--- src/rtl/tpu_instr_receiver.sv ---
// TPU-side endpoint of the MPU issue/commit interface: buffers a thread, feeds the sequencer, commits the issue number.
// Optional issue-sequence check enabled by defining TPU_RX_SEQCHK_EN.
module tpu_instr_receiver #(
    parameter int WIDTH_INSTR = 32,
    parameter int WIDTH_ISSUE = 4,
    parameter int WIDTH_LEN   = 8,
    parameter int FIFO_DEPTH  = 16
) (
    input  logic                   clock,
    input  logic                   reset,
    input  logic                   I_Req,
    input  logic [WIDTH_INSTR-1:0] I_Instr,
    input  logic [WIDTH_ISSUE-1:0] I_IssueNo,
    output logic                   O_Req_Exe,
    output logic [WIDTH_INSTR-1:0] O_Instr_Exe,
    input  logic                   I_Ack_Exe,
    input  logic                   I_End_Exe,
    output logic                   O_Req_Commit,
    output logic [WIDTH_ISSUE-1:0] O_CommitNo,
    output logic                   O_Busy,
    output logic [1:0]             O_Err,
    output logic [1:0]             state_dbg
);
    localparam int AW = $clog2(FIFO_DEPTH);

    typedef enum logic [1:0] {IDLE, RECV, DRAIN, COMMIT} state_t;
    state_t state, state_next;

    logic [WIDTH_INSTR-1:0] mem [FIFO_DEPTH];
    logic [AW:0]            wr_ptr, rd_ptr;
    logic [WIDTH_LEN-1:0]   remaining;
    logic [WIDTH_ISSUE-1:0] issue_no, commit_no;
    logic                   end_seen, commit_req, err_proto, err_seq;
    logic                   empty, full, pop, push_req, push, overflow, hdr_accept, hdr_busy;

    // Sequencer handshake: O_Req_Exe is valid while the FIFO holds a word; the head
    // is consumed on any cycle where O_Req_Exe and I_Ack_Exe are both high.
    assign empty      = (wr_ptr == rd_ptr);
    assign full       = (wr_ptr[AW] != rd_ptr[AW]) && (wr_ptr[AW-1:0] == rd_ptr[AW-1:0]);
    assign pop        = !empty && I_Ack_Exe;
    assign hdr_accept = (state == IDLE) && I_Req;
    assign push_req   = (state == RECV) && I_Req;
    assign push       = push_req && (!full || pop);
    assign overflow   = push_req && full && !pop;
    assign hdr_busy   = I_Req && ((state == DRAIN) || (state == COMMIT));

    always_ff @(posedge clock or posedge reset) begin
        if (reset) state <= IDLE;
        else       state <= state_next;
    end

    always_comb begin
        state_next = state;
        case (state)
            IDLE:    if (I_Req) state_next = (I_Instr[WIDTH_LEN-1:0] == '0) ? COMMIT : RECV;
            RECV:    if (I_Req && remaining == WIDTH_LEN'(1)) state_next = DRAIN;
            DRAIN:   if (empty && end_seen) state_next = COMMIT;
            COMMIT:  state_next = IDLE;
            default: state_next = IDLE;
        endcase
    end

    // Storage is not reset; flushing is done by clearing the pointers.
    always_ff @(posedge clock) begin
        if (push) mem[wr_ptr[AW-1:0]] <= I_Instr;
    end

    always_ff @(posedge clock or posedge reset) begin
        if (reset) begin
            wr_ptr     <= '0;
            rd_ptr     <= '0;
            remaining  <= '0;
            issue_no   <= '0;
            end_seen   <= 1'b0;
            commit_req <= 1'b0;
            commit_no  <= '0;
            err_proto  <= 1'b0;
        end else begin
            if (push) wr_ptr <= wr_ptr + 1'b1;
            if (pop)  rd_ptr <= rd_ptr + 1'b1;
            if (hdr_accept) begin
                remaining <= I_Instr[WIDTH_LEN-1:0];
                issue_no  <= I_IssueNo;
            end else if (push_req) begin
                remaining <= remaining - 1'b1;
            end
            // An end pulse arriving before the FIFO drains is remembered here.
            if (state == COMMIT)
                end_seen <= 1'b0;
            else if (I_End_Exe && ((state == RECV) || (state == DRAIN)))
                end_seen <= 1'b1;
            commit_req <= (state == COMMIT);
            if (state == COMMIT) commit_no <= issue_no;
            if (overflow || hdr_busy) err_proto <= 1'b1;
        end
    end

`ifdef TPU_RX_SEQCHK_EN
    logic have_prev;
    always_ff @(posedge clock or posedge reset) begin
        if (reset) begin
            have_prev <= 1'b0;
            err_seq   <= 1'b0;
        end else if (hdr_accept) begin
            have_prev <= 1'b1;
            if (have_prev && (I_IssueNo != issue_no + WIDTH_ISSUE'(1))) err_seq <= 1'b1;
        end
    end
`else
    assign err_seq = 1'b0;
`endif

    assign O_Req_Exe    = !empty;
    assign O_Instr_Exe  = empty ? '0 : mem[rd_ptr[AW-1:0]];
    assign O_Req_Commit = commit_req;
    assign O_CommitNo   = commit_no;
    // Busy also covers the commit pulse cycle so it drops only after the commit is out.
    assign O_Busy       = (state != IDLE) || commit_req;
    assign O_Err        = {err_seq, err_proto};
    assign state_dbg    = state;
endmodule

--- config.mk ---
export PLATFORM = sky130hd
export DESIGN_NAME = tpu_instr_receiver
export DESIGN_NICKNAME = d
export VERILOG_FILES = /design/src/rtl/tpu_instr_receiver.sv
export SDC_FILE = /design/constraint.sdc
export NUM_CORES = 1
export LEC_CHECK = 0
export CAP_MARGIN = 10
export CORE_MARGIN = 2
export CORE_UTILIZATION = 50
export DETAILED_ROUTE_END_ITERATION = 12
export PLACE_DENSITY = 0.79
export SLEW_MARGIN = 20
export SYNTH_ARGS = -nofsm -noshare
export SYNTH_HDL_FRONTEND = slang
export SYNTH_SLANG_ARGS = --single-unit
--- constraint.sdc ---
create_clock -name clock -period 7.4 [get_ports clock]
set_input_delay 1.11 -clock clock [delete_from_list [all_inputs] [get_ports clock]]
set_output_delay 1.11 -clock clock [all_outputs]
set_load 0.05 [all_outputs]
==> impl_results.md, run 1 <==
- GPL Wtd Cong: about 0.75
- Synth-to-Final Area Change: 15.2%
- Initial DRC count: ~1100
- I/O pin count: 84
- Worst setup path endpoint: O_Instr_Exe[0]
- Tot Pwr: about 9.9 mW
- Fmax: 0.185 GHz
- HPWL after DPL: ~22000 µm
- Relative slew slack: approximately a quarter
- Die ar.: about 44000 µm²
- Compound-Gate Fraction of Synth Area: 4.07%
- Total nets after synthesis: 1031
- Core area: 41700 µm²
- Die X: around 210 µm
- Mapped Cells: just under 1000
- Outcome: complete, no violations
- Sequential fraction of the synthesis area: 76.9%
- Via density: just over 6
- Final WS setup: between 2 and 2.5 ns
- DRT antenna net count: 0
- Final Hold Viols: 0
- Period utilization: 72.9%
- WS Path Type: reg2out
- R2R Path Start: rd_ptr[1]$_DFFE_PP0P_
- Hold Buf Count CTS: 0
- Psw: between 3 and 4 mW
- Setup Skew: approximately 0.013 ns
- Worst R2R Path Depth: 6
- Synth Flop Type: edfxtp_1
- Post-synth cell types: 46
- Grt ovf: 0
- Setup Fix Bufs, Post-CTS: 0
- Post-synthesis mux area share: between 10 and 15%
- Critical Path Source Type: flop
- Worst path required time: ~6.3 ns
- Post-synthesis async set-or-reset flop share: roughly 5.7%
- Clock buffer depth: 3
- First drt pass iteration count: 7
- Max Cap Viol: 0
- H-tree lvl count: 2
- Minimum clock period: ~5.4 ns
- GRT Overall Usage: roughly 22%
- Hold crit path type: reg2reg
- Internal power: 6.48 mW
- Vert. Die Dim: ~210 µm
- Static leakage: 7.70 nW
- Post-synth EDFFs: about 510
- CTS root buf: clkbuf_16
- Unrepaired setup endpoints after global routing: no
- Net switching share of the total power: between 30% and 40%
- Worst skew pair latency: around 0.57 ns
- Pins over their slew limit: 0
- Mean post-synth cell area: around 21 µm²
- Endpoints failing setup: 0
- Final net count: around 1100
- R2R Setup Slk: 3.91 ns
- Slew @ Worst Pin: around 1.1 ns
- Final TNS setup: 0 ns
- Fin util: between 50% and 60%
- Initial antenna violation count: 3
- Vias in the first global route: roughly 11000
- Post-synth top area cell: edfxtp_1
- Site Rows: 75
- Combinational share of power: 34.9%
- Clock share of power: 26.7%
- Cell Area, Synth: 21000 µm²
- P per Cell Area: 409 nW/µm²
- Peak VDD IR: roughly 0.00036 V
- Overall routed net length: 46300 µm
- Sequential power share: 38.4%
- FF-to-FF End: mem[11][23]$_DFFE_PP_
- Remaining DRCs: 0
- First-pass GRT wire length: between 60000 and 70000 µm
- Critical path startpoint: rd_ptr[1]$_DFFE_PP0P_
- Simple-Gate Fraction of Synth Area: under 10%
- Fraction of layout cells with a size suffix above 1: a little under a quarter
- CP Cell Sequence: buf_4 -> mux4_2 -> a22oi_1 -> a21oi_1 -> clkdlybuf4s50_1
- Placement Setup Slack: ~2.5 ns
- WHS: 0.472 ns
- Initial core utilization: between 50% and 60%
- Area contributors post-synth: edfxtp_1 73%, mux4_2 14%, dfrtp_1 3.7%
- Largest net degree at the start of global routing: 112
- Reg clk slew, reported paths: approximately 0.060 ns
- # clock sinks: between 500 and 600
- Ys Warns: 0
- CTS tree: yes
- Post-synthesis xor/xnor area fraction: less than 1%
- Largest family of logic cells by synthesized area: multiplexers
- Critical-path maximum fanout: approximately 80
- CTS resizes: 0
- Port buffer count: 82
- Worst EP arrival: approximately 4.3 ns
- Detailed-route via count: 10300
- Total clock buffers created by CTS: 52
- Slowest-stage cell, CP: buf_4
- CP endpoint kind: output pin
- Seq cells post-synth: 543
- Mean routed wirelength per cell: 28.0 µm
- Largest stage delay on the critical path: 0.95 ns
- Share of the synthesized area in the top cell type: about three quarters
- Adder-cell share of the synthesized area: 0.715%
[cells in the final DEF, fill, tap and decap left out, drive strengths merged, types with 6 or more instances in the layout]
master,instances
nor2,14
clkbuf,58
nor3,6
clkdlybuf4s50,82
edfxtp,512
ha,12
nand2,17
xor2,9
nand3,8
a21oi,38
mux4,128
dfrtp,31
buf,21
mux2,10
o21ai,9
inv,13
bufinv,7
clkinv,26
a22oi,66
[synthesized netlist by cell type (2+ instances only)]
master and instances:
mux2_1 2, a22oi_1 66, and3_1 4, nand2b_1 3
nor4_1 3, clkbuf_1 32, nor2b_1 2, a21oi_1 38
ha_1 12, buf_2 18, nor3_1 5, nand2_1 16
nand3_1 8, o21ai_0 9, xnor2_1 4, dfrtp_1 31
buf_4 9, a22o_1 5, mux4_2 128, mux2_2 8
nor4b_1 4, nor2_1 14, xor2_1 9, o22ai_1 2
a21o_1 2, edfxtp_1 512, inv_1 11, and2_1 2
o41ai_1 2
[worst min path at each step]
stage	depth (start not counted)	from	slack, ns	to
4_1_cts	1	err_proto$_DFFE_PP0P_	0.47	err_proto$_DFFE_PP0P_
3_5_place_dp	1	err_proto$_DFFE_PP0P_	0.45	err_proto$_DFFE_PP0P_
3_3_place_gp	1	err_proto$_DFFE_PP0P_	0.45	err_proto$_DFFE_PP0P_
5_1_grt	1	err_proto$_DFFE_PP0P_	0.50	err_proto$_DFFE_PP0P_
2_1_floorplan	1	err_proto$_DFFE_PP0P_	0.43	err_proto$_DFFE_PP0P_
6_report	1	err_proto$_DFFE_PP0P_	0.47	err_proto$_DFFE_PP0P_
[flip-flops by register name, summed over array words and instances, names as in the netlist, 2 cells and up]
| signal | flops |
|---|---|
| mem | 512 |
| remaining | 8 |
| rd_ptr | 5 |
| wr_ptr | 5 |
| O_CommitNo | 4 |
| issue_no | 4 |
| state_dbg | 2 |
[stage by stage]
step	instances	area, µm²
final	1653	24200
after global routing	1653	24200
after CTS	1652	24200
after detailed placement	1559	22500
after global placement	1559	22500
after floorplan	978	21000
[metal layers]
| layer | part of all wire, % | track usage (%) | up-vias |
|---|---|---|---|
| met5 | 0.058 | 0 | - |
| met4 | 2.4 | 6.72 | 4 |
| met3 | 9.1 | 4.61 | 90 |
| met2 | 51 | 35.9 | 594 |
| met1 | 38 | 29.0 | 5340 |
| li1 | - | - | 4285 |
[critical path: cells and delay by family (launching register included)]
| kind | cells | cell delay, ns |
|---|---|---|
| mux | 1 | 0.39 |
| compound gates | 2 | 0.53 |
| buf+inv | 2 | 1.85 |
| flops | 1 | 0.93 |
[power groups by stage]
stage	clock, mW	combinational [mW]	sequential [mW]
3_5_place_dp	0	3.43	3.87
3_3_place_gp	0	3.40	3.85
2_1_floorplan	0	2.49	3.78
4_1_cts	2.67	3.48	3.81
6_report	2.64	3.45	3.80
5_1_grt	2.78	3.64	3.83
[area by class of cell]
cell class | count | area (µm²)
multi-input cells | 362 | 4630
clock buffers | 58 | 1320
repair buffers | 103 | 991
fillers | 2950 | 17500
diodes | 1 | 2.50
well taps | 539 | 674
inverters | 12 | 45.0
flip-flops and latches | 543 | 16200
clock inverters | 35 | 369
[cell families after synthesis]
| group | Yosys count |
|---|---|
| other | 1 |
| XOR/XNOR | 13 |
| flip-flops | 543 |
| multiplexers | 139 |
| AO/OA/AOI/OAI | 128 |
| AND/OR/NAND/NOR | 69 |
| buffers and inverters | 73 |
| adder cells (fa/ha/maj) | 12 |
No activity file was read; power rests on OpenSTA's default activity.
==> run 2: changes to the inputs <==
--- a/config.mk
+++ b/config.mk
@@ -9,7 +9,7 @@
 export CORE_MARGIN = 2
 export CORE_UTILIZATION = 50
 export DETAILED_ROUTE_END_ITERATION = 12
-export PLACE_DENSITY = 0.79
+export PLACE_DENSITY = 0.81
 export SLEW_MARGIN = 20
 export SYNTH_ARGS = -nofsm -noshare
 export SYNTH_HDL_FRONTEND = slang
==> constraint.sdc (replaced) <==
create_clock -name clock -period 4.7 [get_ports clock]
set_input_delay 0.705 -clock clock [delete_from_list [all_inputs] [get_ports clock]]
set_output_delay 0.705 -clock clock [all_outputs]
set_load 0.05 [all_outputs]
==> run 2 against run 1 <==
Worst hold slack worse by 0.0038 ns. Total power increased by 55%. Global-route usage up 0.13 points. Non-clock buffer count up 18. Clock skew rose by 0.0079 ns. Register-to-register slack got worse by 2.7 ns. Flip-flop and latch count stayed put. Largest power group unchanged. Design area is 0.19% higher.
==> impl_results.md, run 2 (synthesized netlist as in run 1, its figures left out) <==
- Outcome: complete, no violations (unchanged)
- Grt ovf: 0 (unchanged)
- Initial core utilization: 50.4% (unchanged)
- Core area: 41700 µm² (unchanged)
- GRT Overall Usage: 21.7% (was 21.6%)
- Critical-path maximum fanout: 23 (was 78)
- Commonest non-fill, non-tap cell in the layout: edfxtp_1 (unchanged)
- Site Rows: 75 (unchanged)
- Post-route design area: 24200 µm² (about the same)
- Detailed-route via count: 10400 (was 10300)
- # clock sinks: 543 (unchanged)
- Worst R2R Path Depth: 6 (unchanged)
- First-pass GRT wire length: 69000 µm (was 69200 µm)
- Peak VDD IR: 0.000531 V (was 0.000358 V)
- Hold Path Stages: 1 (unchanged)
- P per Cell Area: 634 nW/µm² (was 409 nW/µm²)
- Endpoints failing setup: 0 (unchanged)
- Hold crit path type: reg2reg (unchanged)
- Die X: 209 µm (unchanged)
- Fillcell total: 2876 (was 2950)
- Die ar.: 43700 µm² (unchanged)
- HPWL after DPL: 25000 µm (was 21700 µm)
- Largest stage delay on the critical path: 0.79 ns (was 0.95 ns)
- Vias in the first global route: 10800 (was 10900)
- Fin util: 58.2% (was 58.1%)
- Worst skew pair latency: 0.59 ns (was 0.57 ns)
- Overall routed net length: 46500 µm (was 46300 µm)
- Final Non-Filler Cells: 1669 (was 1653)
- WHS: 0.468 ns (was 0.472 ns)
- Vert. Die Dim: 209 µm (unchanged)
- Fraction of layout cells with a size suffix above 1: 23.9% (was 23.4%)
- R2R Setup Slk: 1.21 ns (was 3.91 ns)
- Slowest-stage cell, CP: dfrtp_1 (was buf_4)
- Worst EP arrival: 3.66 ns (was 4.28 ns)
- Setup Skew: 0.0211 ns (was 0.0132 ns)
- Post-DP Area: 22700 µm² (was 22500 µm²)
- Pins over their slew limit: 0 (unchanged)
- Fmax: between 0.2 and 0.25 GHz
- Setup Fix Bufs, Post-CTS: 0 (unchanged)
- Max Cap Viol: 0 (unchanged)
- Tot Pwr: 15.4 mW (was 9.90 mW)
- Remaining DRCs: 0 (unchanged)
- Static leakage: 7.74 nW (was 7.70 nW)
- Final net count: 1144 (was 1127)
- Cell count after placement: 1577 (was 1559)
- Unrepaired setup endpoints after global routing: no (unchanged)
- Initial antenna violation count: 2 (was 3)
- Max reg flops: 512 (unchanged)
- Port buffer count: 82 (unchanged)
- Placement Setup Slack: 0.815 ns (was 2.55 ns)
- CTS tree: yes (unchanged)
- Critical Path Source Type: flop (unchanged)
- First drt pass iteration count: 5 (was 7)
- Reg clk slew, reported paths: 0.07 ns (was 0.06 ns)
- Total clock buffers created by CTS: 51 (was 52)
- Slew @ Worst Pin: 0.885 ns (was 1.12 ns)
- H-tree lvl count: 2 (unchanged)
- I/O pin count: 84 (unchanged)
- Clock buffer depth: 3 (unchanged)
- Mean routed wirelength per cell: 27.9 µm (was 28.0 µm)
- Final WS setup: 0.336 ns (was 2.01 ns)
- CTS root buf: clkbuf_16 (unchanged)
- Minimum clock period: 4.36 ns
- CP Cell Sequence: xor2_1 -> nor4_4 -> and2_4 -> buf_12 -> a21oi_1 -> clkdlybuf4s50_1 (was buf_4 -> mux4_2 -> a22oi_1 -> a21oi_1 -> clkdlybuf4s50_1)
- Synth-to-Final Area Change: 15.4% (was 15.2%)
- Relative slew slack: 40.9% (was 25.1%)
- DRT antenna net count: 0 (unchanged)
- Most frequent cells in the layout: 512 x edfxtp_1, 128 x mux4_2, 82 x clkdlybuf4s50_1 (unchanged)
- Final TNS setup: 0 ns (unchanged)
- CP endpoint kind: output pin (unchanged)
- WS Path Type: reg2out (unchanged)
- GPL Wtd Cong: 0.757 (was 0.748)
- Final Hold Viols: 0 (unchanged)
- Via density: 6.25 (was 6.24)
- Worst path required time: 3.99 ns (was 6.29 ns)
- Largest net degree at the start of global routing: 132 (was 112)
- Period utilization: about 93%
- Initial DRC count: 1253 (was 1105)
==> run 2: changes by cell type in the layout (fill, tap and decap cells not counted), moves of 2 or more <==
cell and change:
clkinv_2 -4, and3_2 +2, bufinv_16 -6, buf_12 +5, clkinv_8 -2, and3_4 -2
clkbuf_8 +2, buf_4 +13, clkbuf_1 +7
==> run 2: cell type report <==
| class | count | area, µm² | share of cell area (%) |
|---|---|---|---|
| antenna | 1 | 2.50 | 0.0103 |
| tap | 539 | 674 | 2.78 |
| timing repair buffer | 121 | 1190 | 4.90 |
| multi-input combinational | 362 | 4630 | 19.1 |
| clock buffer | 68 | 1400 | 5.79 |
| sequential | 543 | 16200 | 66.6 |
| inverter | 12 | 45.0 | 0.186 |
| clock inverter | 23 | 145 | 0.599 |
==> run 2: path summary, 6_finish.rpt <==
path                                  startpoint                  endpoint
min in group asynchronous                  reset     wr_ptr[2]$_DFFE_PP0P_
min                        err_proto$_DFFE_PP0P_     err_proto$_DFFE_PP0P_
max in group asynchronous                  reset  remaining[2]$_DFFE_PP0P_
max reg2reg                wr_ptr[3]$_DFFE_PP0P_     mem[10][23]$_DFFE_PP_
max                        wr_ptr[3]$_DFFE_PP0P_            O_Instr_Exe[1]
min reg2reg                err_proto$_DFFE_PP0P_     err_proto$_DFFE_PP0P_
==> run 2: where the power goes <==
group / internal, mW / switching (mW)
clock network: 2.15 / 1.69
logic: 2.22 / 3.43
registers: 5.63 / 0.256
==> run 2: layer usage <==
layer  track usage [%]  vias to the layer above  wire length, µm
li1                  -                     4329                -
met1              28.7                     5373            17200
met2              35.9                      619            23400
met3              4.88                      109             4440
met4              7.76                        2             1440
met5                 0                        -                9
==> run 2: critical path, delay by kind of cell, from the launching register on <==
kind,cells,cell delay [ns]
AO/OA/AOI/OAI,1,0.10
XOR/XNOR,1,0.22
buffers and inverters,2,0.96
flip-flops,1,0.79
AND/OR/NAND/NOR,2,0.98
==> run 2: timing repair <==
item                                    in CTS  in global routing
endpoints found under the setup margin       0                  5
resized for setup                            0                  1
hold buffers                                 0                  0
endpoints found under the hold margin        0                  0
==> run 3: changes to the inputs <==
--- a/config.mk
+++ b/config.mk
@@ -9,6 +9,7 @@
 export CORE_MARGIN = 2
 export CORE_UTILIZATION = 50
 export DETAILED_ROUTE_END_ITERATION = 12
+export MAX_ROUTING_LAYER = met4
 export PLACE_DENSITY = 0.81
 export SLEW_MARGIN = 20
 export SYNTH_ARGS = -nofsm -noshare
==> run 3 against run 2 <==
Flip-flop and latch count stayed put. Die area is the same. Critical path depth unchanged. Largest power group unchanged. Highest routed layer is now met4.
==> impl_results.md, run 3 (synthesized netlist as in run 1, its figures left out) <==
- GPL Wtd Cong: 0.769 (was 0.757)
- Port buffer count: 82 (unchanged)
- R2R Setup Slk: 1.22 ns (was 1.21 ns)
- Critical Path Source Type: flop (unchanged)
- # clock sinks: 543 (unchanged)
- FF-to-FF End: mem[10][23]$_DFFE_PP_ (unchanged)
- Minimum clock period: 4.34 ns (was 4.36 ns)
- Worst R2R Path Depth: 6 (unchanged)
- Static leakage: 7.74 nW (about the same)
- Placement Setup Slack: 0.815 ns (unchanged)
- Synth-to-Final Area Change: 15.4% (about the same)
- Via density: 6.30 (was 6.25)
- Grt ovf: 0 (unchanged)
- Final WS setup: 0.360 ns (was 0.336 ns)
- Vias in the first global route: 10800 (about the same)
- Worst path required time: 3.99 ns (about the same)
- Initial antenna violation count: 2 (unchanged)
- Hold Path Stages: 1 (unchanged)
- Period utilization: 92.3% (was 92.9%)
- Fraction of layout cells with a size suffix above 1: 23.9% (unchanged)
- CTS tree: yes (unchanged)
- Post-route design area: 24200 µm² (about the same)
- Detailed-route via count: 10500 (was 10400)
- Max Cap Viol: 0 (unchanged)
- Outcome: complete, no violations (unchanged)
- Relative slew slack: 40.8% (was 40.9%)
- GRT Overall Usage: 22.4% (was 21.7%)
- Unrepaired setup endpoints after global routing: no (unchanged)
- Initial DRC count: 1208 (was 1253)
- CTS root buf: clkbuf_16 (unchanged)
- Overall routed net length: 46500 µm (about the same)
- CP endpoint kind: output pin (unchanged)
- Hold Startpoint: err_proto$_DFFE_PP0P_ (unchanged)
- Pins over their slew limit: 0 (unchanged)
- Largest net degree at the start of global routing: 132 (unchanged)
- Final net count: 1144 (unchanged)
- Slew @ Worst Pin: 0.887 ns (was 0.885 ns)
- I/O pin count: 84 (unchanged)
- Max reg flops: 512 (unchanged)
- Hold Buf Count CTS: 0 (unchanged)
- Site Rows: 75 (unchanged)
- Die X: 209 µm (unchanged)
- First-pass GRT wire length: 68900 µm (was 69000 µm)
- Post-DP Area: 22700 µm² (unchanged)
- Final Hold Viols: 0 (unchanged)
- DRT antenna net count: 0 (unchanged)
- Reg clk slew, reported paths: 0.07 ns (about the same)
- Hold crit path type: reg2reg (unchanged)
- Peak VDD IR: 0.000532 V (was 0.000531 V)
- Most frequent cells in the layout: 512 x edfxtp_1, 128 x mux4_2, 82 x clkdlybuf4s50_1 (unchanged)
- H-tree lvl count: 2 (unchanged)
- Worst EP arrival: 3.64 ns (was 3.66 ns)
- Endpoints failing setup: 0 (unchanged)
- Remaining DRCs: 0 (unchanged)
- WHS: 0.468 ns (about the same)
- P per Cell Area: 634 nW/µm² (about the same)
- R2R Path Start: wr_ptr[3]$_DFFE_PP0P_ (unchanged)
- Mean routed wirelength per cell: 27.8 µm (was 27.9 µm)
- Worst skew pair latency: 0.59 ns (about the same)
- Total clock buffers created by CTS: 51 (unchanged)
- Initial core utilization: 50.4% (unchanged)
- WS Path Type: reg2out (unchanged)
- Commonest non-fill, non-tap cell in the layout: edfxtp_1 (unchanged)
- Tot Pwr: 15.4 mW (about the same)
- Clock buffer depth: 3 (unchanged)
- Die ar.: 43700 µm² (unchanged)
- First drt pass iteration count: 5 (unchanged)
- Fmax: 0.230 GHz (was 0.229 GHz)
- Final TNS setup: 0 ns (unchanged)
- Setup Skew: 0.0186 ns (was 0.0211 ns)
- Core area: 41700 µm² (unchanged)
- WHS Endpoint: err_proto$_DFFE_PP0P_ (unchanged)
- Critical-path maximum fanout: 23 (unchanged)
- Vert. Die Dim: 209 µm (unchanged)
- HPWL after DPL: 25000 µm (unchanged)
-- run 3: cell count changes in the layout (fill, tap and decap cells not counted), sizes merged --
| cell | change |
|---|---|
| diode | +1 |
-- run 3: per-layer routing --
metal | global-route usage [%] | wire length, µm
met1 | 28.7 | 17300
met2 | 36.0 | 23200
met3 | 4.73 | 4330
met4 | 7.76 | 1650
met5 | - | 0
-- run 3: what timing repair did --
| action | 4_1_cts | 5_1_grt |
|---|---|---|
| endpoints found under the setup margin | 0 | 5 |
| setup buffers | 0 | 0 |
| gates resized for setup | 0 | 1 |
-- run 3: final cells by class --
| class | instances | area, µm² |
|---|---|---|
| fillers | 2875 | 17400 |
| flip-flops and latches | 543 | 16200 |
| multi-input cells | 362 | 4630 |
| clock buffers | 68 | 1400 |
| repair buffers | 121 | 1190 |
| well taps | 539 | 674 |
| clock inverters | 23 | 145 |
| inverters | 12 | 45.0 |
| diodes | 2 | 5.00 |
-- run 3: worst max path at each step --
stage / from / to / slack [ns] / depth (start not counted)
2_1_floorplan: state_dbg[1]$_DFFE_PP0P_ / mem[0][0]$_DFFE_PP_ / -0.70 / 7
3_3_place_gp: wr_ptr[3]$_DFFE_PP0P_ / O_Instr_Exe[1] / 0.84 / 6
3_5_place_dp: wr_ptr[3]$_DFFE_PP0P_ / O_Instr_Exe[1] / 0.81 / 6
4_1_cts: wr_ptr[3]$_DFFE_PP0P_ / O_Instr_Exe[1] / 0.11 / 6
5_1_grt: wr_ptr[3]$_DFFE_PP0P_ / O_Instr_Exe[1] / 0.19 / 6
6_report: wr_ptr[3]$_DFFE_PP0P_ / O_Instr_Exe[1] / 0.36 / 6
-- run 3: worst max-delay path, cell delays in order, from the launching register on --
cell             delay (ns)
dfrtp_1                0.79
xor2_1                 0.22
nor4_4                 0.45
and2_4                 0.52
buf_12                 0.22
a21oi_1                0.10
clkdlybuf4s50_1        0.74
-- run 3: stage by stage --
step                instances  util [%]
global placement         1577      54.5
floorplan                 978         -
finish                   1670      58.2
global route             1670      58.2
detailed placement       1577      54.5
CTS                      1668      58.2
-- run 3: report_power, final --
group	switching, mW	internal (mW)	leakage [nW]
Sequential	0.256	5.63	4.97
Clock	1.69	2.15	0.763
Combinational	3.42	2.22	2.00
Total	5.37	10.0	7.74
